`src/rtl/mem_req_ctrl.sv`:
```
// mem_req_ctrl: latches one pipeline load/store, presents it level-stably to
// the cache controller until it completes, errors or times out, then returns
// a one-cycle response. Also keeps saturating hit/miss statistics.
module mem_req_ctrl #(
    parameter int TIMEOUT = 64,   // 2..255 WAIT cycles before abort
    parameter int CNT_W   = 16
) (
    input  logic             clk,
    input  logic             rst,
    input  logic             mem_en,
    input  logic             mem_wr,
    input  logic [15:0]      mem_addr,
    input  logic [15:0]      mem_wdata,
    input  logic             cnt_clr,
    output logic             stall,
    output logic [15:0]      rdata,
    output logic             rvalid,
    output logic             mem_err,
    output logic [15:0]      addr,
    output logic [15:0]      data_in,
    output logic             read,
    output logic             write,
    input  logic [15:0]      fs_data_out,
    input  logic             fs_done,
    input  logic             fs_cachehit,
    input  logic             fs_err,
    output logic [CNT_W-1:0] hit_cnt,
    output logic [CNT_W-1:0] miss_cnt
);

    typedef enum logic [1:0] {S_IDLE, S_WAIT, S_RESP} state_t;

    // Last WAIT cycle index before the request is abandoned.
    localparam logic [7:0] TMO_LAST = 8'(TIMEOUT - 1);

    state_t             state_q, state_d;
    logic [15:0]        addr_q, addr_d;
    logic [15:0]        wdata_q, wdata_d;
    logic               wr_q, wr_d;
    logic               err_q, err_d;
    logic [15:0]        rdata_q, rdata_d;
    logic [7:0]         tmo_q, tmo_d;
    logic [CNT_W-1:0]   hit_q, hit_d;
    logic [CNT_W-1:0]   miss_q, miss_d;
    logic               hit_inc, miss_inc;

    // The controller sees only registered request fields, so addr/data_in
    // never glitch and hold their last value outside WAIT.
    assign addr     = addr_q;
    assign data_in  = wdata_q;
    assign rdata    = rdata_q;
    assign hit_cnt  = hit_q;
    assign miss_cnt = miss_q;

    // State and request registers.
    always_ff @(posedge clk or posedge rst) begin
        if (rst) begin
            state_q <= S_IDLE;
            addr_q  <= '0;
            wdata_q <= '0;
            wr_q    <= 1'b0;
            err_q   <= 1'b0;
            rdata_q <= '0;
            tmo_q   <= '0;
            hit_q   <= '0;
            miss_q  <= '0;
        end else begin
            state_q <= state_d;
            addr_q  <= addr_d;
            wdata_q <= wdata_d;
            wr_q    <= wr_d;
            err_q   <= err_d;
            rdata_q <= rdata_d;
            tmo_q   <= tmo_d;
            hit_q   <= hit_d;
            miss_q  <= miss_d;
        end
    end

    // Next-state and output decode for the request FSM.
    always_comb begin
        state_d  = state_q;
        addr_d   = addr_q;
        wdata_d  = wdata_q;
        wr_d     = wr_q;
        err_d    = err_q;
        rdata_d  = rdata_q;
        tmo_d    = tmo_q;
        hit_inc  = 1'b0;
        miss_inc = 1'b0;
        stall    = 1'b0;
        read     = 1'b0;
        write    = 1'b0;
        rvalid   = 1'b0;
        mem_err  = 1'b0;
        case (state_q)
            S_IDLE: begin
                stall = mem_en;
                if (mem_en) begin
                    if (mem_addr[0]) begin
                        // Misaligned: never bother the controller.
                        err_d   = 1'b1;
                        rdata_d = '0;
                        state_d = S_RESP;
                    end else begin
                        addr_d  = mem_addr;
                        wdata_d = mem_wdata;
                        wr_d    = mem_wr;
                        tmo_d   = '0;
                        state_d = S_WAIT;
                    end
                end
            end
            S_WAIT: begin
                stall = 1'b1;
                read  = ~wr_q;
                write = wr_q;
                tmo_d = tmo_q + 8'd1;
                if (fs_err) begin
                    err_d   = 1'b1;
                    rdata_d = '0;
                    state_d = S_RESP;
                end else if (fs_done) begin
                    rdata_d  = wr_q ? 16'h0000 : fs_data_out;
                    hit_inc  = fs_cachehit;
                    miss_inc = ~fs_cachehit;
                    state_d  = S_RESP;
                end else if (tmo_q == TMO_LAST) begin
                    err_d   = 1'b1;
                    rdata_d = '0;
                    state_d = S_RESP;
                end
            end
            S_RESP: begin
                // mem_en here belongs to the completing instruction.
                rvalid  = 1'b1;
                mem_err = err_q;
                err_d   = 1'b0;
                tmo_d   = '0;
                state_d = S_IDLE;
            end
            default: state_d = S_IDLE;
        endcase
    end

    // Saturating statistics; a clear wins over a same-cycle increment.
    always_comb begin
        hit_d  = hit_q;
        miss_d = miss_q;
        if (cnt_clr) begin
            hit_d  = '0;
            miss_d = '0;
        end else begin
            if (hit_inc && (hit_q != {CNT_W{1'b1}}))
                hit_d = hit_q + CNT_W'(1);
            if (miss_inc && (miss_q != {CNT_W{1'b1}}))
                miss_d = miss_q + CNT_W'(1);
        end
    end

endmodule

```
`config.mk`:
```
export PLATFORM = sky130hd
export DESIGN_NAME = mem_req_ctrl
export DESIGN_NICKNAME = d
export VERILOG_FILES = /design/src/rtl/mem_req_ctrl.sv
export SDC_FILE = /design/constraint.sdc
export NUM_CORES = 1
export LEC_CHECK = 0
export BUFFER_PORTS_ARGS = -buffer_cell sky130_fd_sc_hd__buf_2
export CORE_MARGIN = 2
export CORE_UTILIZATION = 30
export DETAILED_ROUTE_END_ITERATION = 8
export PLACE_DENSITY = 0.49
export SYNTH_ARGS = -nofsm -noshare
export SYNTH_HDL_FRONTEND = slang
export SYNTH_SLANG_ARGS = --single-unit
```
`constraint.sdc`:
```
create_clock -name clk -period 4.8 [get_ports clk]
set_clock_uncertainty 0.15 [all_clocks]
set_input_delay 0.48 -clock clk [delete_from_list [all_inputs] [get_ports clk]]
set_output_delay 0.48 -clock clk [all_outputs]
set_load 0.03 [all_outputs]
```
; ---- Yosys cells after proc, flatten, opt, wreduce, memory -nomap -nowiden
; Cells that the tools add are included.
; W data, S select, Z words.
[totals]
regBits = 91
input_bits = 56
output_inout_bits = 85
[classes]
n_reduce_logical = 12
mux = 37
bitwise = 3
addsub = 3
eq_ne = 11
[op_table]
columns = operator, n
row1 = $mux W16, 10
row2 = $add A16 B1 Y16 const B, 2
row3 = $ne A16 B16 Y1 const B, 2
row4 = $pmux W16 S2, 1
row5 = $pmux W8 S3, 1
row6 = $mux W8, 2
row7 = $mux W1, 15
row8 = $mux W2, 5
row9 = $add A8 B1 Y8 const B, 1
row10 = $eq A8 B6 Y1 const B, 1
row11 = $ne A2 B2 Y1 const B, 3
row12 = $ne A3 B3 Y1 const B, 2
row13 = $reduce_and A3 Y1, 2
row14 = $reduce_bool A2 Y1, 3
row15 = $reduce_and A5 Y1, 1
row16 = $ne A4 B4 Y1 const B, 1
row17 = $pmux W2 S2, 1
row18 = $reduce_and A4 Y1, 1
row19 = $not A1 Y1, 3
row20 = $pmux W1 S3, 1
row21 = $reduce_bool A3 Y1, 1
row22 = $eq A2 B1 Y1 const B, 1
row23 = $eq A2 B2 Y1 const B, 1
row24 = $logic_and A1 B1 Y1, 2
row25 = 3 further kinds, 3

; ---- Depth between registers and ports, before layout
; Gate-level depths: netlist of run 1.
[depth]
word_depth = 7
mapped_depth = 8

; ---- Worst setup path after synthesis of run 1
; OpenSTA, ideal clock, no wires.
[synth_timing]
path_type = in2reg
from = input fs_err
to = register miss_q[13] (netlist: miss_cnt[13])
t_arrival_ns = 1.870
setup_slack_ns = 2.648
stages = 6
path_cell_list = nand4bb_4 or4b_1 buf_2 nor4_1 xnor2_1 nor2_1
[synth_between]
elab_chain_len = 4
[synth_rtl]
columns = element, line_no
row1 = "start, declared", 26  ; input logic fs_err,
row2 = $mux W1, 119  ; if (fs_err) begin
row3 = $mux W1, 96  ; case (state_q)
row4 = $logic_and A1 B1 Y1, 156  ; if (miss_inc && (miss_q != {CNT_W{1'b1}}))
row5 = $reduce_bool A2 Y1 (no line), n/a
row6 = "end signal, assigned", 76  ; miss_q <= miss_d;
row7 = "end, declared", 44  ; logic [CNT_W-1:0] miss_q, miss_d;
; No other way between the ends.
; A chain may end at the register's enable or synchronous reset.

; ---- Worst setup path in the final report of run 1
[layout_timing]
from = register state_q[0]
to = register hit_q[15] (netlist: hit_cnt[15])
[layout_between]
elab_chain_len = 4
[layout_rtl]
columns = element, line_no
row1 = "start, declared", 36  ; state_t state_q, state_d;
row2 = "start signal, assigned", 68  ; state_q <= state_d;
row3 = $eq A2 B1 Y1, 96
row4 = $mux W1, 96
row5 = $logic_and A1 B1 Y1, 154  ; if (hit_inc && (hit_q != {CNT_W{1'b1}}))
row6 = $reduce_bool A2 Y1 (no line), n/a
row7 = "end signal, assigned", 75  ; hit_q <= hit_d;
row8 = "end, declared", 43  ; logic [CNT_W-1:0] hit_q, hit_d;
; No other way between the ends.

==> impl_metrics.toml, run 1 <==
[sta]
max_slew_margin_pct = 22.3
setup_tns_ns = 0
rsz0062_at_grt = "false"
period_share_pct = 51.4
tightest_slew_ns = 1.16
final_max_slew_viol_count = 0
holdWs_ns = 0.190
worst_slack_ns = 2.33
finalHoldViolations = 0
setup_viol = 0
max_freq_ghz = 0.405
fin_crit_ns = 2.47

[critical_path]
ff2ff_path_depth = 5
critPathRequiredTime_ns = 4.85
crit_buf_inv = 0
critical_path_arrival_ns = 2.52
crit_fanout = 11
worstSetupPathType = "register to register"
slowest_stage = "dfrtp_1"
crit_chain = "nor4bb_1 -> nand4_1 -> nor4_1 -> xnor2_1 -> nor2_1"
slowest_delay_ns = 0.57
worstReg2RegEnd = "hit_cnt[15]"
endpoint_kind = "register"
critPathLaunchType = "register"
crit_family = "simple AND/OR/NAND/NOR gates"
regToRegSetupSlack_ns = 2.33
r2r_start = "state_q[0]"

[worst_hold_path]
hold_path.class = "input port to async pin"

[yosys]
synthMuxAreaShare_pct = 9.41
synthFlopType = "dfrtp_1"
ys_types = 45
syn_avg_cell_area_um2 = 11.4
yosysSeqAreaShare_pct = 56.3
synth.ff_latch_count = 91
synthAdderAreaFrac_pct = 0.929
synthesis.nets = 413
synth_xor_area_share_pct = 4.77
synth-compound-area-share_pct = 9.26
syn_area_um2 = 4040
synth-simple-area-share_pct = 17.0
synth_edf_count = 0
ys_async_sr_fraction_pct = 100
yosysWarnings = 0
synth_top_family_by_area = "simple AND/OR/NAND/NOR gates"
synthCells = 354

[placed_design]
post-place-ws_ns = 2.24
dpl.hpwl_mm = 7.06
gp_congestion = 0.737
dp_cells = 658
placed_cell_area_um2 = 4920
port_buffers = 139

[route]
routed_wl_mm = 9.94
avgViaCountPerCell = 4.81
first_pass_iters = 7
postRouteAntennaNets = 0
drc_errors = 0
wire_per_inst_um = 14.7
vias = 3242
drt_iter0_drc = 112

[clock_tree]
clock-root-buffer = "clkbuf_16"
postCtsSetupRepairBufs = 0
cts_tree = "built"
clk_latency_ns = 0.34
cts_made_buffers = 9
clock-sinks = 91
ctsResizeCount = 0
clkTransAtPathRegs_ns = 0.07
cts-htree-levels = 3
hold_buffers = 0
cts_max_path_buffers = 2

[global_routing]
first_global_vias = 3279
overflow = 0
grt_first_pass_wirelength_mm = 16.6
grt_use_total_pct = 14.5
antenna_found_initial = 2
grt_max_degree = 58

[finish]
diodes = 0
layout_commonest_cell = "buf_2"
num-fill-cells = 1312
layout.nets = 552
area_delta_synth_final_pct = 29.1
design_area_um2 = 5220
final_cells = 674
layout_common_cells = "buf_2 (139), dfrtp_1 (91), nor2_1 (40)"
drive_gt1_share_pct = 39.0

[die]
dieArea_um2 = 14400
die_w_um = 120
ioPinCount = 141
die_h_um = 120
start_util_pct = 30.6
coreArea_um2 = 13200
row_count = 42

[outcome]
status = "completed"

[power]
cellLeakagePower_nw = 2.49
ir_worst_vdd_mv = 0.208
cellPowerDensity_nw_per_um2 = 406

[run]
cap_violations = 0
==> area by class of cell <==
cell class / instances / area, µm² / area share (%)
Inverter: 6 / 23.8 / 0.456
Timing Repair Buffer: 142 / 718 / 13.8
Clock inverter: 7 / 73.8 / 1.41
Sequential cell: 91 / 2280 / 43.6
Multi-Input combinational cell: 243 / 1680 / 32.2
Tap cell: 176 / 220 / 4.22
Clock buffer: 9 / 225 / 4.32
==> registers in the layout, indices dropped and copies added, names as in the netlist, 2 cells and up <==
| signal | flops |
|---|---|
| tmo_q | 8 |
| addr | 15 |
| state_q | 2 |
| data_in | 16 |
| rdata | 16 |
| miss_cnt | 16 |
| hit_cnt | 16 |
==> cells in the mapped netlist, drive strengths merged (3+ instances only) <==
| master | instances | area share [%] |
|---|---|---|
| and4 | 3 | 0.65 |
| inv | 6 | 0.56 |
| xnor2 | 16 | 3.5 |
| a22o | 17 | 3.7 |
| nor2b | 3 | 0.46 |
| and2 | 3 | 0.46 |
| nand4 | 6 | 0.93 |
| or3 | 3 | 0.46 |
| o21ai | 18 | 2.2 |
| nand2 | 14 | 1.3 |
| xor2 | 6 | 1.3 |
| clkbuf | 9 | 0.84 |
| mux2 | 32 | 8.9 |
| a21o | 3 | 0.56 |
| ha | 3 | 0.93 |
| and3 | 5 | 0.77 |
| nor3 | 13 | 1.6 |
| nor2 | 40 | 3.7 |
| nor4 | 8 | 1.2 |
| buf | 5 | 0.84 |
| dfrtp | 91 | 56 |
| nand3 | 14 | 1.7 |
| a21oi | 9 | 1.1 |
==> metrics by stage <==
step / utilization (%) / power, W
final: 39.6 / 0.00212
after global routing: 39.6 / 0.00222
after CTS: 39.6 / 0.00216
after detailed placement: 37.3 / 0.00142
after global placement: 37.3 / 0.00141
after floorplan: - / 0.00126
==> power by group <==
| part | internal, W | leakage [nW] | switching, W |
|---|---|---|---|
| Combinational | 0.000166 | 1.15 | 0.000310 |
| Clock | 0.000408 | 0.147 | 0.000314 |
| Sequential | 0.000863 | 1.19 | 0.0000552 |
==> worst max-delay path by stage <==
stage	startpoint	endpoint	depth (start not counted)
detailed placement	fs_done	hit_cnt[15]	6
global route	state_q[0]	hit_cnt[10]	5
global placement	fs_done	hit_cnt[14]	6
CTS	state_q[0]	write	3
floorplan	rst	addr[10]	1
finish	state_q[0]	hit_cnt[15]	5
==> layer usage <==
layer / share of wire (%) / up-vias / global-route usage, % / wire length, µm
met5: 0.16 / - / 0 / 16
met3: 9.9 / 12 / 6.04 / 980
li1: - / 1546 / - / -
met2: 44 / 125 / 21.6 / 4340
met1: 45 / 1557 / 18.6 / 4460
met4: 1.5 / 2 / 5.74 / 146
==> logic make-up after synthesis <==
kind of cell,after synthesis
simple gates,127
flops,91
compound gates,56
mux,34
xor+xnor,22
buf+inv,20
fa+ha+maj,3
other cells,1
No activity file was read; power rests on OpenSTA's default activity.
==> run 2, diff against run 1 <==
--- a/config.mk
+++ b/config.mk
@@ -5,6 +5,7 @@
 export SDC_FILE = /design/constraint.sdc
 export NUM_CORES = 1
 export LEC_CHECK = 0
+export ABC_AREA = 1
 export BUFFER_PORTS_ARGS = -buffer_cell sky130_fd_sc_hd__buf_2
 export CORE_MARGIN = 2
 export CORE_UTILIZATION = 30
==> constraint.sdc (replaced) <==
create_clock -name clk -period 2.05 [get_ports clk]
set_clock_uncertainty 0.15 [all_clocks]
set_input_delay 0.205 -clock clk [delete_from_list [all_inputs] [get_ports clk]]
set_output_delay 0.205 -clock clk [all_outputs]
set_load 0.03 [all_outputs]
==> impl_metrics.toml, run 2 <==
[yosys]
synth_top_area_share_pct = 50.2
yosysSeqAreaShare_pct = 50.2
synthCells = 524
synthTopCellsByArea = "dfrtp_1 (50%), nand2_1 (15%), mux2_2 (7.7%)"
ys_async_sr_fraction_pct = 100
syn_area_um2 = 4540
yosysWarnings = 0
synth_edf_count = 0
syn_avg_cell_area_um2 = 8.66
yosys.area.top_type = "dfrtp_1"
synthFlopType = "dfrtp_1"
synth.most_common_cell = "nand2_1"
synthesis.nets = 583
synthTopCellsByCount = "nand2_1 (180), dfrtp_1 (91), nor2_1 (50), inv_1 (36), mux2_2 (31)"
synth.ff_latch_count = 91
ys_types = 29

[placed_design]
gp_congestion = 0.848
dpl.hpwl_mm = 8.69
dp_cells = 851
port_buffers = 139

[critical_path]
crit_family = "simple AND/OR/NAND/NOR gates"
worstSetupPathType = "register to register"
crit_fanout = 16
critPathRequiredTime_ns = 2.19
crit_chain = "ha_2 -> nand3_1 -> inv_2 -> nand2_2 -> nor2_4 -> nor2_4 -> buf_12 -> nor2_8 -> nand2_1 -> nand2_1"
endpoint_kind = "register"
crit_buf_inv = 2
critPathLaunchType = "register"
slowest_delay_ns = 0.44
slowest_stage = "dfrtp_1"
regToRegSetupSlack_ns = 0.14
critical_path_arrival_ns = 2.05

[route]
vias = 4285
drc_errors = 0
drt_iter0_drc = 165
postRouteAntennaNets = 0
routed_wl_mm = 12.5
first_pass_iters = 4
avgViaCountPerCell = 4.67
wire_per_inst_um = 13.6

[global_routing]
grt_use_total_pct = 16.0
grt_use_met3_pct = 4.43
grt_first_pass_wirelength_mm = 20.9
gr-usage-met1_pct = 20.3
grt-busiest-layer = "met2"
grt_use_met2_pct = 26.2
antenna_found_initial = 0
first_global_vias = 4199
overflow = 0
grt_max_degree = 52

[sta]
tightest_slew_ns = 0.498
finalHoldViolations = 0
setup_viol = 0
rsz0062_at_grt = "false"
max_freq_ghz = 0.523
period_share_pct = 93.3
fin_crit_ns = 1.91
final_max_slew_viol_count = 0
max_slew_margin_pct = 66.5
setup_tns_ns = 0

[finish]
drive_gt1_share_pct = 31.7
final_cells = 918
num-fill-cells = 1414
diodes = 0
layout_commonest_cell = "nand2_1"
layout.nets = 788
area_delta_synth_final_pct = 40.2
layout_common_cells = "nand2_1 (180), buf_2 (139), dfrtp_1 (90)"

[power]
cellLeakagePower_nw = 3.26
cellPowerDensity_nw_per_um2 = 964
ir_worst_vdd_mv = 0.656

[die]
die_w_um = 127
dieArea_um2 = 16100
start_util_pct = 31.0
ioPinCount = 141
coreArea_um2 = 14600
row_count = 44
die_h_um = 127

[clock_tree]
cts_tree = "built"
cts_made_buffers = 9
clkTransAtPathRegs_ns = 0.07
cts_max_path_buffers = 2
clock-sinks = 91
clock-root-buffer = "clkbuf_16"
clk_latency_ns = 0.35
cts-htree-levels = 3

[outcome]
status = "completed"

[worst_hold_path]
hold_path.class = "input port to register"

[run]
cap_violations = 0
run 2: where the power goes:
group,switching (W),leakage (nW),internal (W)
registers,0.000218,1.19,0.00218
logic,0.00135,1.92,0.000718
clock network,0.000812,0.142,0.000857
run 2: logic make-up after synthesis:
kind of cell               Yosys count  synth area share [%]
xor gates and xnor gates            14                  2.70
and+or+nand+nor                    310                  30.4
DFF                                 91                  50.2
buffers and inverters               54                  5.41
muxes                               31                  7.70
adders and majority gates            3                 0.828
AOI/OAI and AO/OA                   20                  2.70
other                                1                0.0827
run 2: cell type report:
type / count / area (µm²) / area share [%]
clock buffer: 9 / 225 / 3.54
multi-input combinational: 379 / 2020 / 31.7
clock inverter: 7 / 67.6 / 1.06
tap: 184 / 230 / 3.62
sequential: 91 / 2280 / 35.8
inverter: 40 / 154 / 2.42
timing repair buffer: 208 / 1390 / 21.8
run 2: repair_timing:
item / in CTS / in global routing
resized for setup: 0 / 2
setup buffers: 0 / 2
hold buffers: 49 / 0
hold endpoints to repair: 88 / 0
endpoints found under the setup margin: 0 / 13
run 2: per-stage QoR:
step | area [µm²] | hold WS, ns | power [W] | utilization, % | setup WS, ns
detailed placement | 5560 | 0.0614 | 0.00442 | 37.9 | 0.148
global placement | 5560 | 0.0565 | 0.00440 | 37.9 | 0.166
finish | 6360 | 0.0534 | 0.00613 | 43.4 | 0.136
CTS | 6340 | 0.0434 | 0.00619 | 43.3 | 0.109
global route | 6360 | 0.0631 | 0.00646 | 43.4 | 0.0194
floorplan | 4540 | 0.172 | 0.00379 | - | 0.159
run 2: final timing paths:
check | from | end | cells past startpoint
worst min-delay path | fs_done | err_q | 4
worst max-delay path | miss_cnt[1] | miss_cnt[7] | 10
max in group asynchronous | rst | miss_cnt[0] | 4
worst min register to register | rdata[12] | rdata[12] | 2
min in group asynchronous | rst | addr[2] | 3
worst max register to register | miss_cnt[1] | miss_cnt[7] | 10
run 2: per-layer routing:
layer,vias to the layer above,share of wire [%]
met1,2022,45
met5,-,0
li1,2099,-
met2,145,47
met3,19,6.7
met4,0,1.8
run 2: tightest hold or removal path, stage by stage:
cell and delay (ns):
buf_2 0.11, a21oi_1 0.06, nand2_1 0.07, a21oi_1 0.06
